==> config.mk <==
export PLATFORM = sky130hd
export DESIGN_NAME = writeback_arbiter
export DESIGN_NICKNAME = d
export VERILOG_FILES = /design/src/rtl/wb_pkg.sv /design/src/rtl/wb_fifo.sv /design/src/rtl/writeback_arbiter.sv
export SDC_FILE = /design/constraint.sdc
export NUM_CORES = 1
export LEC_CHECK = 0
export BUFFER_PORTS_ARGS = -buffer_cell sky130_fd_sc_hd__buf_2
export CORE_ASPECT_RATIO = 1.1
export CORE_UTILIZATION = 38
export CTS_CLUSTER_SIZE = 24
export DETAILED_ROUTE_END_ITERATION = 16
export GPL_ROUTABILITY_DRIVEN = 0
export PLACE_DENSITY_LB_ADDON = 0.1
export SYNTH_ARGS = -nofsm -noshare
export SYNTH_HDL_FRONTEND = slang
export SYNTH_SLANG_ARGS = --single-unit
==> constraint.sdc <==
create_clock -name Clk -period 3.1 [get_ports Clk]
set_input_delay 0.62 -clock Clk [delete_from_list [all_inputs] [get_ports Clk]]
set_output_delay 0.62 -clock Clk [all_outputs]
set_load 0.05 [all_outputs]
==> src/rtl/wb_pkg.sv <==
// Shared types and default sizing for the register-file write-back arbiter.
package wb_pkg;

   localparam int unsigned WB_DEPTH  = 4;
   localparam int unsigned WB_ADDR_W = 5;
   localparam int unsigned WB_DATA_W = 32;

   localparam logic [WB_ADDR_W-1:0] REG_ZERO = 5'd0;

   typedef struct packed {
      logic [WB_ADDR_W-1:0] rd;
      logic [WB_DATA_W-1:0] data;
   } wb_entry_t;

endpackage

==> src/rtl/wb_fifo.sv <==
// In-order circular buffer of write-back entries: two ordered push ports (a before b),
// one pop port, with every slot and its valid bit exposed for pending-write lookup.
module wb_fifo
   import wb_pkg::*;
#(
   parameter  int unsigned DEPTH = WB_DEPTH,
   localparam int unsigned PTR_W = $clog2(DEPTH),
   localparam int unsigned CNT_W = PTR_W + 1
) (
   input  logic                   clk,
   input  logic                   rst_n,
   input  logic                   push_a,
   input  wb_entry_t              entry_a,
   input  logic                   push_b,
   input  wb_entry_t              entry_b,
   input  logic                   pop,
   output wb_entry_t              head,
   output wb_entry_t [DEPTH-1:0]  entries,
   output logic      [DEPTH-1:0]  valid,
   output logic      [PTR_W-1:0]  head_idx,
   output logic      [CNT_W-1:0]  count
);

   function automatic logic [PTR_W-1:0] ptr_sub(input logic [PTR_W-1:0] a, input logic [PTR_W-1:0] b);
      return a - b;
   endfunction

   wb_entry_t [DEPTH-1:0] mem;
   logic      [PTR_W-1:0] rd_ptr;
   logic      [PTR_W-1:0] wr_ptr;
   logic      [PTR_W-1:0] b_idx;

   // Port b lands behind port a when both push in the same cycle.
   assign b_idx = push_a ? wr_ptr + PTR_W'(1) : wr_ptr;

   always_ff @(posedge clk or negedge rst_n) begin
      if (!rst_n) begin
         rd_ptr <= '0;
         wr_ptr <= '0;
         count  <= '0;
      end else begin
         rd_ptr <= rd_ptr + PTR_W'(pop);
         wr_ptr <= wr_ptr + PTR_W'(push_a) + PTR_W'(push_b);
         count  <= count + CNT_W'(push_a) + CNT_W'(push_b) - CNT_W'(pop);
      end
   end

   always_ff @(posedge clk) begin
      if (push_a) mem[wr_ptr] <= entry_a;
      if (push_b) mem[b_idx]  <= entry_b;
   end

   // A slot is live when its age behind the head is below the occupancy.
   always_comb begin
      valid = '0;
      for (int i = 0; i < DEPTH; i++) begin
         valid[i] = CNT_W'(ptr_sub(PTR_W'(i), rd_ptr)) < count;
      end
   end

   assign head     = mem[rd_ptr];
   assign entries  = mem;
   assign head_idx = rd_ptr;

endmodule

==> src/rtl/writeback_arbiter.sv <==
// Merges ALU and load write-backs into an in-order queue draining to the register-file
// write port. Define WB_BYPASS_EN to build the newest-pending-value lookup ports.
module writeback_arbiter
   import wb_pkg::*;
#(
   parameter  int unsigned DEPTH  = WB_DEPTH,
   parameter  int unsigned ADDR_W = WB_ADDR_W,
   parameter  int unsigned DATA_W = WB_DATA_W,
   localparam int unsigned PTR_W  = $clog2(DEPTH),
   localparam int unsigned CNT_W  = PTR_W + 1
) (
   input  logic              Clk,
   input  logic              Rst_n,
   input  logic              MemValid,
   input  logic [ADDR_W-1:0] MemReg,
   input  logic [DATA_W-1:0] MemData,
   output logic              MemReady,
   input  logic              AluValid,
   input  logic [ADDR_W-1:0] AluReg,
   input  logic [DATA_W-1:0] AluData,
   output logic              AluReady,
   output logic              RegWrite,
   output logic [ADDR_W-1:0] WriteRegister,
   output logic [DATA_W-1:0] WriteData,
   input  logic [ADDR_W-1:0] LookupReg1,
   input  logic [ADDR_W-1:0] LookupReg2,
   output logic              LookupHit1,
   output logic              LookupHit2,
   output logic [DATA_W-1:0] LookupData1,
   output logic [DATA_W-1:0] LookupData2,
   output logic [CNT_W-1:0]  Count
);

   logic                  mem_live;
   logic                  mem_push;
   logic                  alu_push;
   logic                  pop;
   wb_entry_t             head;
   wb_entry_t [DEPTH-1:0] entries;
   logic      [DEPTH-1:0] valid;
   logic      [PTR_W-1:0] head_idx;

   // Readiness is judged on the registered occupancy only; the same-cycle pop earns no credit.
   assign mem_live = MemValid && (MemReg != REG_ZERO);
   assign MemReady = Count < CNT_W'(DEPTH);
   assign AluReady = (Count + CNT_W'(mem_live)) < CNT_W'(DEPTH);
   assign mem_push = mem_live && MemReady;
   assign alu_push = AluValid && AluReady && (AluReg != REG_ZERO);
   assign pop      = Count != '0;

   wb_fifo #(.DEPTH(DEPTH)) u_fifo (
      .clk      (Clk),
      .rst_n    (Rst_n),
      .push_a   (mem_push),
      .entry_a  (wb_entry_t'{rd: MemReg, data: MemData}),
      .push_b   (alu_push),
      .entry_b  (wb_entry_t'{rd: AluReg, data: AluData}),
      .pop      (pop),
      .head     (head),
      .entries  (entries),
      .valid    (valid),
      .head_idx (head_idx),
      .count    (Count)
   );

   always_ff @(posedge Clk or negedge Rst_n) begin
      if (!Rst_n) begin
         RegWrite      <= 1'b0;
         WriteRegister <= '0;
         WriteData     <= '0;
      end else begin
         RegWrite <= pop;
         if (pop) begin
            WriteRegister <= head.rd;
            WriteData     <= head.data;
         end
      end
   end

`ifdef WB_BYPASS_EN
   function automatic logic [PTR_W-1:0] ptr_add(input logic [PTR_W-1:0] a, input int k);
      return a + PTR_W'(k);
   endfunction

   // Scan oldest to youngest so later matches override: output register first, then queue.
   always_comb begin
      LookupHit1  = 1'b0;
      LookupData1 = '0;
      LookupHit2  = 1'b0;
      LookupData2 = '0;
      if (RegWrite && (WriteRegister == LookupReg1)) begin
         LookupHit1  = 1'b1;
         LookupData1 = WriteData;
      end
      if (RegWrite && (WriteRegister == LookupReg2)) begin
         LookupHit2  = 1'b1;
         LookupData2 = WriteData;
      end
      for (int k = 0; k < DEPTH; k++) begin
         if (valid[ptr_add(head_idx, k)] && (entries[ptr_add(head_idx, k)].rd == LookupReg1)) begin
            LookupHit1  = 1'b1;
            LookupData1 = entries[ptr_add(head_idx, k)].data;
         end
         if (valid[ptr_add(head_idx, k)] && (entries[ptr_add(head_idx, k)].rd == LookupReg2)) begin
            LookupHit2  = 1'b1;
            LookupData2 = entries[ptr_add(head_idx, k)].data;
         end
      end
      if (LookupReg1 == REG_ZERO) begin
         LookupHit1  = 1'b0;
         LookupData1 = '0;
      end
      if (LookupReg2 == REG_ZERO) begin
         LookupHit2  = 1'b0;
         LookupData2 = '0;
      end
   end
`else
   logic unused_lookup;
   assign unused_lookup = ^{LookupReg1, LookupReg2, entries, valid, head_idx};
   assign LookupHit1    = 1'b0;
   assign LookupHit2    = 1'b0;
   assign LookupData1   = '0;
   assign LookupData2   = '0;
`endif

endmodule

==> results of run 1 <==
-- layout by cell type, fill, tap and decap left out, drive strengths merged, types with 2 or more instances in the layout --
cell      synthesis  layout
a21oi             3       3
a22oi           148     148
a31oi             2       2
buf             123     158
clkbuf            5      20
clkinv            0       5
clkinvlp          0       4
conb              1      66
dfrtp            45      45
dfxtp           148     148
fa                3       3
ha                6       6
inv               8      10
mux2             37      37
mux2i           148     148
mux4             37      37
nand2             5       5
nor2             77      77
nor3              2       2
nor4              2       2
o211ai            2       2
o21ai             6       6
or2               3       3
xnor2             5       5
xor2              2       2
-- per-stage QoR --
| step | hold slack (ns) | area [sq um] | util | worst slack [ns] |
|---|---|---|---|---|
| floorplan | 0.3244 | 9996 | - | -0.1018 |
| global placement | 0.4826 | 10600 | 0.4278 | 0.01176 |
| detailed placement | 0.4870 | 10600 | 0.4278 | -0.04691 |
| CTS | 0.3524 | 11150 | 0.4503 | 0.3589 |
| global route | 0.3877 | 11150 | 0.4503 | 0.1430 |
| finish | 0.3226 | 11160 | 0.4504 | 0.3662 |
-- per-layer routing --
layer	global-route usage	part of all wire	vias up	wire, um
li1	-	-	3186	-
met4	0.06113	0.013	2	350
met2	0.3449	0.49	198	12970
met1	0.2766	0.45	3426	12040
met3	0.03728	0.047	30	1261
met5	0	0.00041	-	11
-- Yosys cell counts, drive strengths merged --
library cell and count:
a22oi 148, dfxtp 148, mux2i 148, buf 123, nor2 77, dfrtp 45, mux2 37, mux4 37
inv 8, ha 6, o21ai 6, clkbuf 5, nand2 5, xnor2 5, a21oi 3, fa 3
or2 3, a31oi 2, nor3 2, nor4 2, o211ai 2, xor2 2, and2 1, conb 1
nand3 1, nor2b 1, nor3b 1, o2111ai 1, o211a 1, or3 1, or4 1
-- final cells by class --
| type | count | share of cell area |
|---|---|---|
| Clock inverter | 12 | 0.009757 |
| Tap cell | 310 | 0.03476 |
| Multi-Input combinational cell | 562 | 0.4485 |
| Clock buffer | 20 | 0.04004 |
| Sequential cell | 193 | 0.3667 |
| Timing Repair Buffer | 158 | 0.09734 |
| Antenna cell | 1 | 0.0002243 |
| Inverter | 8 | 0.002691 |
-- power groups by stage --
stage	sequential [W]	clock, W	combinational, W
2_1_floorplan	0.00542	0	0.00504
3_3_place_gp	0.00470	0	0.00740
3_5_place_dp	0.00472	0	0.00751
4_1_cts	0.00467	0.00219	0.00752
5_1_grt	0.00483	0.00230	0.00805
6_report	0.00466	0.00214	0.00746
-- registers in the layout, summed over array words and instances (netlist names) --
name / count
u_fifo.head_idx: 2
WriteData: 32
WriteRegister: 5
RegWrite: 1
u_fifo.count: 3
u_fifo.wr_ptr: 2
u_fifo.entries: 148
-- cell families after synthesis --
logic type / after synthesis / share of synthesized area
compound gates: 163 / 0.1327
xor+xnor: 7 / 0.01018
fa+ha+maj: 9 / 0.01392
buf+inv: 136 / 0.09705
flops: 193 / 0.4212
mux: 222 / 0.2814
other cells: 1 / 0.0003863
simple gates: 95 / 0.04318
-- path summary, 6_finish.rpt --
kind                                       start            endpoint
worst max-delay path            u_fifo.wr_ptr[0]  u_fifo.entries[15]
max in group asynchronous                  Rst_n  u_fifo.head_idx[1]
worst min register to register     WriteData[11]       WriteData[11]
min in group Clk                     AluData[21]  u_fifo.entries[58]
worst min-delay path                       Rst_n        WriteData[1]
worst max register to register  u_fifo.wr_ptr[0]  u_fifo.entries[15]
==> metrics.csv, run 1 <==
stage;metric;value;unit
status;status;finished, final reports clean;
timing;slew_violations;0;
timing;rsz0062_at_grt;false;
global_routing;grt.overflow.total;0;
placed_design;hpwl;16840;um
pwr;power;0.01426;W
critical_path;cp.arrival;3.02;ns
timing;max_freq;365.8;MHz
critical_path;cp_max_fo;40;
global_routing;grt_pass1_wl;40600;um
pwr;peakVddDrop;0.8342;mV
route;wl_per_cell;21.07;um
critical_path;r2r_slack;0.37;ns
timing;slew_headroom;0.3234;
synthesis;ys_seq_elements;193;
placed_design;dp.cells;1231;
clock_tree;postCtsHoldBufs;0;
synthesis;synth_top_area_cell;dfxtp_1;
global_routing;grt_pass1_vias;6794;
pwr;power_frac_comb;0.523;
clock_tree;clk_latency;0.44;ns
route;viasPerCell;5.413;
floorplan;core_area;24770;sq um
synthesis;yosys_warnings;0;
critical_path;reg2reg_depth;8;
synthesis;synth.top_cell.area_share;0.3052;
clock_tree;post_cts_buffers;0;
timing;fin_setup_tns;0;ns
timing;timing_hold_violations_final;0;
worst_hold_path;hold_path_class;in2async;
timing;fin_skew;0.01258;ns
floorplan;ios;197;
route;drtIter0Drc;467;
synthesis;synthCells;826;
clock_tree;clockBufferDepth;2;
critical_path;worstPathRequired;3.38;ns
layout;synthToLayoutAreaGrowth;14.93;%
route;wirelength;26630;um
route;drc;0;
layout;drive_gt1_frac;0.3148;
route;vias;6842;
synthesis;netlist_top_cells_area;dfxtp_1 (31%), mux2i_1 (15%), dfrtp_1 (12%);
pwr;p_leak;5.318;nW
pwr;p_switching;0.005949;W
layout;fin_nets;1037;
synthesis;avgSynthCellArea;11.75;sq um
pwr;seqPwrFrac;0.327;
floorplan;start_util;0.3919;
critical_path;worstSetupEndpointType;flop;
layout;final_cells;1264;
timing;setup_violations;0;
critical_path;cp_num_buf_inv;2;
critical_path;criticalPathCategory;reg2reg;
global_routing;grt_usage;0.2079;
clock_tree;cts_tree;yes;
synthesis;yosysSeqAreaShare;0.4212;
critical_path;crit_chain;inv_1 > ha_1 > a21oi_1 > o211ai_1 > a21oi_2 > or2_2 > buf_4 > a22oi_1;
critical_path;cp_num_cells;8;
timing;min_period;2.734;ns
clock_tree;clkTransAtPathRegs;0.07;ns
synthesis;ys_types;41;
critical_path;cpPeakStageDelay;0.54;ns
pwr;p_int;0.008312;W
floorplan;floorplan.die.height;169.6;um
floorplan;rows;60;
clock_tree;cts-root-buf;clkbuf_16;
pwr;p_per_area;1278;nW/um^2
clock_tree;cts_num_sinks;193;
synthesis;synth_area;9708;sq um
run;cap_violations;0;
critical_path;worstSetupStartpointType;flop;
global_routing;grt_max_degree;46;
global_routing;antenna_found_initial;2;
floorplan;dieArea;26190;sq um
floorplan;die_w;154.4;um
route;drtPass1Iterations;5;
critical_path;timing.critical_path.slowest_stage_cell;dfrtp_1;
layout;fillCellCount;2380;
timing;finalCritPeriodShare;0.8819;
route;postRouteAntennaNets;0;
clock_tree;numCtsBuffers;17;
placed_design;port_buffers;120;
pwr;p_clk_frac;0.150;
timing;worst_pin_slew;1.006;ns
critical_path;cp_top_family;compound AO/OA/AOI/OAI gates;
clock_tree;htreeDepth;4;
layout;seq_area;4091;sq um
layout;multi_input_area;5004;sq um
clock_tree;cts_resized;0;
pwr;switching_share;0.4171;
Power figures use the tool's default switching activity.
==> run 2, diff against run 1 <==
- SETUP_SLACK_MARGIN: not set -> 0.05
- clock period: 3.1 -> 3.3 ns (I/O delays scaled with it)
==> run 2 against run 1 <==
Power shrank 6.0%. Sequential share of layout area grew 0.32 points. Maximum frequency decreased by 8.1%. Critical path depth is 1 lower. Utilization decreased by 0.38 points. Die area stayed put. Clock-buffer cell count decreased by 2. First-iteration DRC count shrank 7.3%. Via count decreased by 0.20%. Cell area down 0.85%. Hold slack improved by 0.051 ns. Combinational power down 6.8%.
==> metrics.csv, run 2 (synthesis results as in run 1) <==
stage;metric;value;unit;change
status;status;finished, final reports clean;;unchanged
critical_path;cp.arrival;3.24;ns;was 3.02 ns
clock_tree;cts-root-buf;clkbuf_16;;unchanged
timing;setup_violations;0;;unchanged
timing;timing_hold_violations_final;0;;unchanged
clock_tree;cts_tree;yes;;unchanged
floorplan;floorplan.die.height;169.6;um;unchanged
global_routing;grt_usage;0.2089;;was 0.2079
run;cap_violations;0;;unchanged
critical_path;r2r-end;u_fifo.entries[32];;was u_fifo.entries[15]
worst_hold_path;hold_path_class;in2async;;unchanged
layout;fillCellCount;2406;;was 2380
timing;rsz0062_at_grt;false;;unchanged
clock_tree;post_cts_buffers;0;;unchanged
pwr;p_per_area;1212;nW/um^2;was 1278 nW/um^2
critical_path;r2r-start;u_fifo.wr_ptr[1];;was u_fifo.wr_ptr[0]
timing;fin_skew;0.01261;ns;was 0.01258 ns
global_routing;antenna_found_initial;4;;was 2
clock_tree;clockBufferDepth;2;;unchanged
layout;finalInstanceArea;11060;sq um;was 11160 sq um
floorplan;start_util;0.3919;;unchanged
global_routing;grt_pass1_vias;6983;;was 6794
clock_tree;clkTransAtPathRegs;0.08;ns;was 0.07 ns
timing;fin_setup_tns;0;ns;unchanged
global_routing;grt_pass1_wl;41170;um;was 40600 um
layout;largest_reg_flops;148;;unchanged
pwr;power;0.01341;W;was 0.01426 W
layout;multi_input_area;5006;sq um;was 5004 sq um
clock_tree;clk_latency;0.44;ns;about the same
critical_path;worstPathRequired;3.57;ns;was 3.38 ns
timing;hold_ws;0.3740;ns;was 0.3226 ns
pwr;p_switching;0.005628;W;was 0.005949 W
timing;slew_violations;0;;unchanged
timing;slew_headroom;0.2388;;was 0.3234
timing;finalCritPeriodShare;0.9015;;was 0.8819
layout;synthToLayoutAreaGrowth;13.95;%;was 14.93%
timing;max_freq;336.2;MHz;was 365.8 MHz
critical_path;worstSetupStartpointType;flop;;unchanged
pwr;peakVddDrop;0.7727;mV;was 0.8342 mV
route;drc;0;;unchanged
pwr;switching_share;0.4197;;was 0.4171
critical_path;startpoint;u_fifo.wr_ptr[1];;was u_fifo.wr_ptr[0]
route;postRouteAntennaNets;0;;unchanged
global_routing;grt_max_degree;75;;was 46
route;drtIter0Drc;433;;was 467
clock_tree;numCtsBuffers;17;;unchanged
layout;fin_nets;1033;;was 1037
critical_path;criticalPathCategory;reg2reg;;unchanged
critical_path;r2r_slack;0.33;ns;was 0.37 ns
placed_design;dp.cells;1227;;was 1231
route;vias;6828;;was 6842
timing;min_period;2.975;ns;was 2.734 ns
pwr;p_clk_frac;0.156;;was 0.150
clock_tree;postCtsHoldBufs;0;;unchanged
timing;worst_pin_slew;1.142;ns;was 1.006 ns
floorplan;dieArea;26190;sq um;unchanged
layout;diodes;0;;was 1
layout;final_cell_mix;mux2i_1 (148), dfxtp_1 (148), a22oi_1 (137);;unchanged
placed_design;placed_area;10470;sq um;was 10600 sq um
critical_path;worstSetupEndpointType;flop;;unchanged
critical_path;cp_max_fo;74;;was 40
pwr;p_int;0.007780;W;was 0.008312 W
floorplan;core_area;24770;sq um;unchanged
layout;drive_gt1_frac;0.3140;;was 0.3148
route;wl_per_cell;21.33;um;was 21.07 um
layout;final_cells;1259;;was 1264
pwr;seqPwrFrac;0.326;;was 0.327
clock_tree;cts_num_sinks;193;;unchanged
pwr;p_leak;5.269;nW;was 5.318 nW
clock_tree;htreeDepth;4;;unchanged
route;viasPerCell;5.423;;was 5.413
floorplan;die_w;154.4;um;unchanged
layout;seq_area;4091;sq um;unchanged
placed_design;port_buffers;120;;unchanged
floorplan;ios;197;;unchanged
route;wirelength;26860;um;was 26630 um
route;drtPass1Iterations;5;;unchanged
critical_path;reg2reg_depth;7;;was 8
global_routing;grt.overflow.total;0;;unchanged
floorplan;rows;60;;unchanged
placed_design;hpwl;16590;um;was 16840 um
pwr;power_frac_comb;0.518;;was 0.523
clock_tree;cts_resized;0;;unchanged
-- run 2: power groups by stage --
stage          clock network [W]  logic, W  registers, W
5_1_grt                  0.00224   0.00749       0.00454
4_1_cts                  0.00215   0.00701       0.00438
3_3_place_gp                   0   0.00690       0.00442
2_1_floorplan                  0   0.00473       0.00509
3_5_place_dp                   0   0.00699       0.00443
6_report                 0.00209   0.00695       0.00437
-- run 2: worst max path at each step --
stage / to / cells after the start
2_1_floorplan: u_fifo.count[2] / 11
3_3_place_gp: u_fifo.count[2] / 12
3_5_place_dp: u_fifo.count[2] / 12
4_1_cts: u_fifo.entries[32] / 7
5_1_grt: u_fifo.entries[23] / 7
6_report: u_fifo.entries[32] / 7
-- run 2: cell type report --
class | count | area share
clock buffer | 18 | 0.03970
clock inverter | 14 | 0.01369
inverter | 8 | 0.002715
multi-input combinational | 562 | 0.4525
sequential | 193 | 0.3699
tap | 310 | 0.03506
timing repair buffer | 154 | 0.08642
-- run 2: routing by layer --
metal | global-route usage | part of all wire
met4 | 0.04994 | 0.012
met1 | 0.2710 | 0.44
met3 | 0.04290 | 0.048
met2 | 0.3561 | 0.50
met5 | 0 | 0.0017
-- run 2: worst max-delay path, stage by stage, from the launching register on --
cell	delay, ns
dfrtp_1	0.51
inv_1	0.16
ha_1	0.33
a21oi_1	0.13
o211ai_1	0.13
a21oi_2	0.33
or2_4	0.96
a22oi_1	0.23
-- run 2: stage by stage --
step           setup slack, ns    util
2_1_floorplan          0.05824       -
3_3_place_gp            0.1715  0.4227
3_5_place_dp            0.1440  0.4227
4_1_cts                 0.3346  0.4465
5_1_grt                 0.1727  0.4465
6_report                0.3252  0.4465
==> run 3, diff against run 2 <==
- SYNTH_HIERARCHICAL: not set -> 1
==> run 3 against run 2 <==
Sequential cell count stayed put. Routed wire length shrank 9.8%. Sequential power up 2%. Die area is 3.2% higher. Maximum frequency is 8.4% higher. Synthesized cell count fell by 13%. Hold slack lost 0.016 ns. Non-clock buffer count shrank 11. Largest cell class unchanged.
==> metrics.csv, run 3 <==
stage;metric;value;unit;change
status;status;finished, final reports clean;;unchanged
clock_tree;post_cts_buffers;0;;unchanged
route;viasPerCell;4.955;;was 5.423
synthesis;synthCells;717;;was 826
placed_design;port_buffers;120;;unchanged
layout;multi_input_area;5359;sq um;was 5006 sq um
layout;seq_area;4094;sq um;was 4091 sq um
floorplan;dieArea;27030;sq um;was 26190 sq um
route;vias;5941;;was 6828
synthesis;avgSynthCellArea;13.98;sq um;was 11.75 sq um
layout;largest_reg_flops;148;;unchanged
clock_tree;postCtsHoldBufs;0;;unchanged
clock_tree;clockBufferDepth;2;;unchanged
floorplan;rows;61;;was 60
critical_path;timing.critical_path.slowest_stage_cell;or4_4;;was or2_4
critical_path;cp_max_fo;5;;was 74
critical_path;crit_chain;buf_2 > or4_4 > o21ai_2 > mux2i_1 > inv_1 > ha_1 > inv_1 > fa_1 > fa_1 > xnor2_1;;was inv_1 > ha_1 > a21oi_1 > o211ai_1 > a21oi_2 > or2_4 > a22oi_1
global_routing;antenna_found_initial;2;;was 4
critical_path;worstPathRequired;3.62;ns;was 3.57 ns
run;cap_violations;0;;unchanged
synthesis;yosys_warnings;6;;was 0
critical_path;worstSetupEndpointType;flop;;unchanged
floorplan;core_area;25570;sq um;was 24770 sq um
clock_tree;numCtsBuffers;17;;unchanged
global_routing;grt_pass1_wl;36710;um;was 41170 um
timing;slew_violations;0;;unchanged
critical_path;cp.arrival;3.07;ns;was 3.24 ns
timing;worst_pin_slew;1.115;ns;was 1.142 ns
clock_tree;clk_latency;0.43;ns;was 0.44 ns
layout;utilization;0.4503;;was 0.4465
route;wirelength;24240;um;was 26860 um
pwr;p_per_area;1147;nW/um^2;was 1212 nW/um^2
floorplan;die_w;156.8;um;was 154.4 um
clock_tree;clkTransAtPathRegs;0.08;ns;about the same
timing;fin_skew;0.008181;ns;was 0.01261 ns
floorplan;start_util;0.3920;;was 0.3919
layout;drive_gt1_frac;0.6585;;was 0.3140
route;wl_per_cell;20.21;um;was 21.33 um
layout;synthToLayoutAreaGrowth;14.87;%;was 13.95%
timing;setup_violations;0;;unchanged
route;drtPass1Iterations;4;;was 5
layout;fillCellCount;2364;;was 2406
route;postRouteAntennaNets;0;;unchanged
timing;slew_headroom;0.2537;;was 0.2388
layout;final_cell_mix;mux2_2 (312), dfxtp_1 (148), buf_2 (120);;was mux2i_1 (148), dfxtp_1 (148), a22oi_1 (137)
clock_tree;cts_tree;yes;;unchanged
layout;fin_nets;936;;was 1033
timing;max_freq;364.4;MHz;was 336.2 MHz
clock_tree;cts_resized;0;;unchanged
critical_path;worstSetupStartpointType;input pin;;was flop
global_routing;grt_pass1_vias;6391;;was 6983
timing;min_period;2.744;ns;was 2.975 ns
timing;finalCritPeriodShare;0.8316;;was 0.9015
route;drtIter0Drc;170;;was 433
global_routing;grt_usage;0.1857;;was 0.2089
clock_tree;htreeDepth;4;;unchanged
timing;rsz0062_at_grt;false;;unchanged
route;drc;0;;unchanged
worst_hold_path;hold_path_class;in2async;;unchanged
critical_path;criticalPathCategory;in2reg;;was reg2reg
timing;timing_hold_violations_final;0;;unchanged
synthesis;synth_area;10020;sq um;was 9708 sq um
global_routing;grt_max_degree;46;;was 75
critical_path;cpPeakStageDelay;0.53;ns;was 0.96 ns
timing;fin_setup_tns;0;ns;unchanged
floorplan;ios;197;;unchanged
clock_tree;cts-root-buf;clkbuf_16;;unchanged
pwr;p_leak;4.928;nW;was 5.269 nW
global_routing;grt.overflow.total;0;;unchanged
floorplan;floorplan.die.height;172.3;um;was 169.6 um
pwr;peakVddDrop;0.9310;mV;was 0.7727 mV
layout;mostFrequentLayoutCell;mux2_2;;
clock_tree;cts_num_sinks;193;;unchanged
placed_design;hpwl;15360;um;was 16590 um
run 3: area by class of cell:
cell class,count,share of cell area
Sequential cell,193,0.3556
Inverter,10,0.003261
Timing Repair Buffer,143,0.08673
Clock inverter,14,0.01293
Tap cell,346,0.03760
Antenna cell,1,0.0002174
Multi-Input combinational cell,474,0.4655
Clock buffer,18,0.03815
run 3: power by group:
group          total, W  internal [W]  switching (W)
clock           0.00208       0.00109       0.000984
sequential      0.00444       0.00367       0.000766
combinational   0.00669       0.00365        0.00304
total            0.0132       0.00842        0.00479
run 3: path summary, 6_finish.rpt:
| path | depth (start not counted) | slack, ns | endpoint | from |
|---|---|---|---|---|
| max | 10 | 0.56 | u_fifo/count[2] | MemReg[4] |
| min | 2 | 0.36 | WriteData[13] | Rst_n |
| max in group asynchronous | 2 | 2.31 | u_fifo/head_idx[0] | Rst_n |
| min in group Clk | 2 | 0.49 | u_fifo/entries[62] | AluData[25] |
| min reg2reg | 1 | 0.50 | WriteData[25] | WriteData[25] |
| max reg2reg | 5 | 0.70 | u_fifo/entries[4] | u_fifo/count[2] |
run 3: layer usage:
metal,GRT usage,vias up,wire length [um]
met5,0,-,9
met3,0.03684,29,820
met4,0.05669,2,331
met2,0.3262,135,12390
met1,0.2278,3038,10680
li1,-,2737,-
run 3: through the flow:
step | setup slack, ns | area, sq um | cells | total power, W | hold slack [ns]
2_1_floorplan | 0.1961 | 10270 | 782 | 0.009772 | 0.3644
6_report | 0.5557 | 11510 | 1199 | 0.01321 | 0.3579
4_1_cts | 0.5447 | 11510 | 1198 | 0.01339 | 0.4063
3_3_place_gp | 0.1308 | 10920 | 1166 | 0.01094 | 0.4830
5_1_grt | 0.4139 | 11510 | 1199 | 0.01403 | 0.4014
3_5_place_dp | 0.08179 | 10920 | 1166 | 0.01129 | 0.4871
run 3: worst max-delay path: cells and delay by family:
kind / cells / cell delay, ns
adder cells (fa/ha/maj): 3 / 1.02
AND/OR/NAND/NOR: 1 / 0.53
multiplexers: 1 / 0.27
buffers and inverters: 3 / 0.26
AO/OA/AOI/OAI: 1 / 0.18
XOR/XNOR: 1 / 0.13
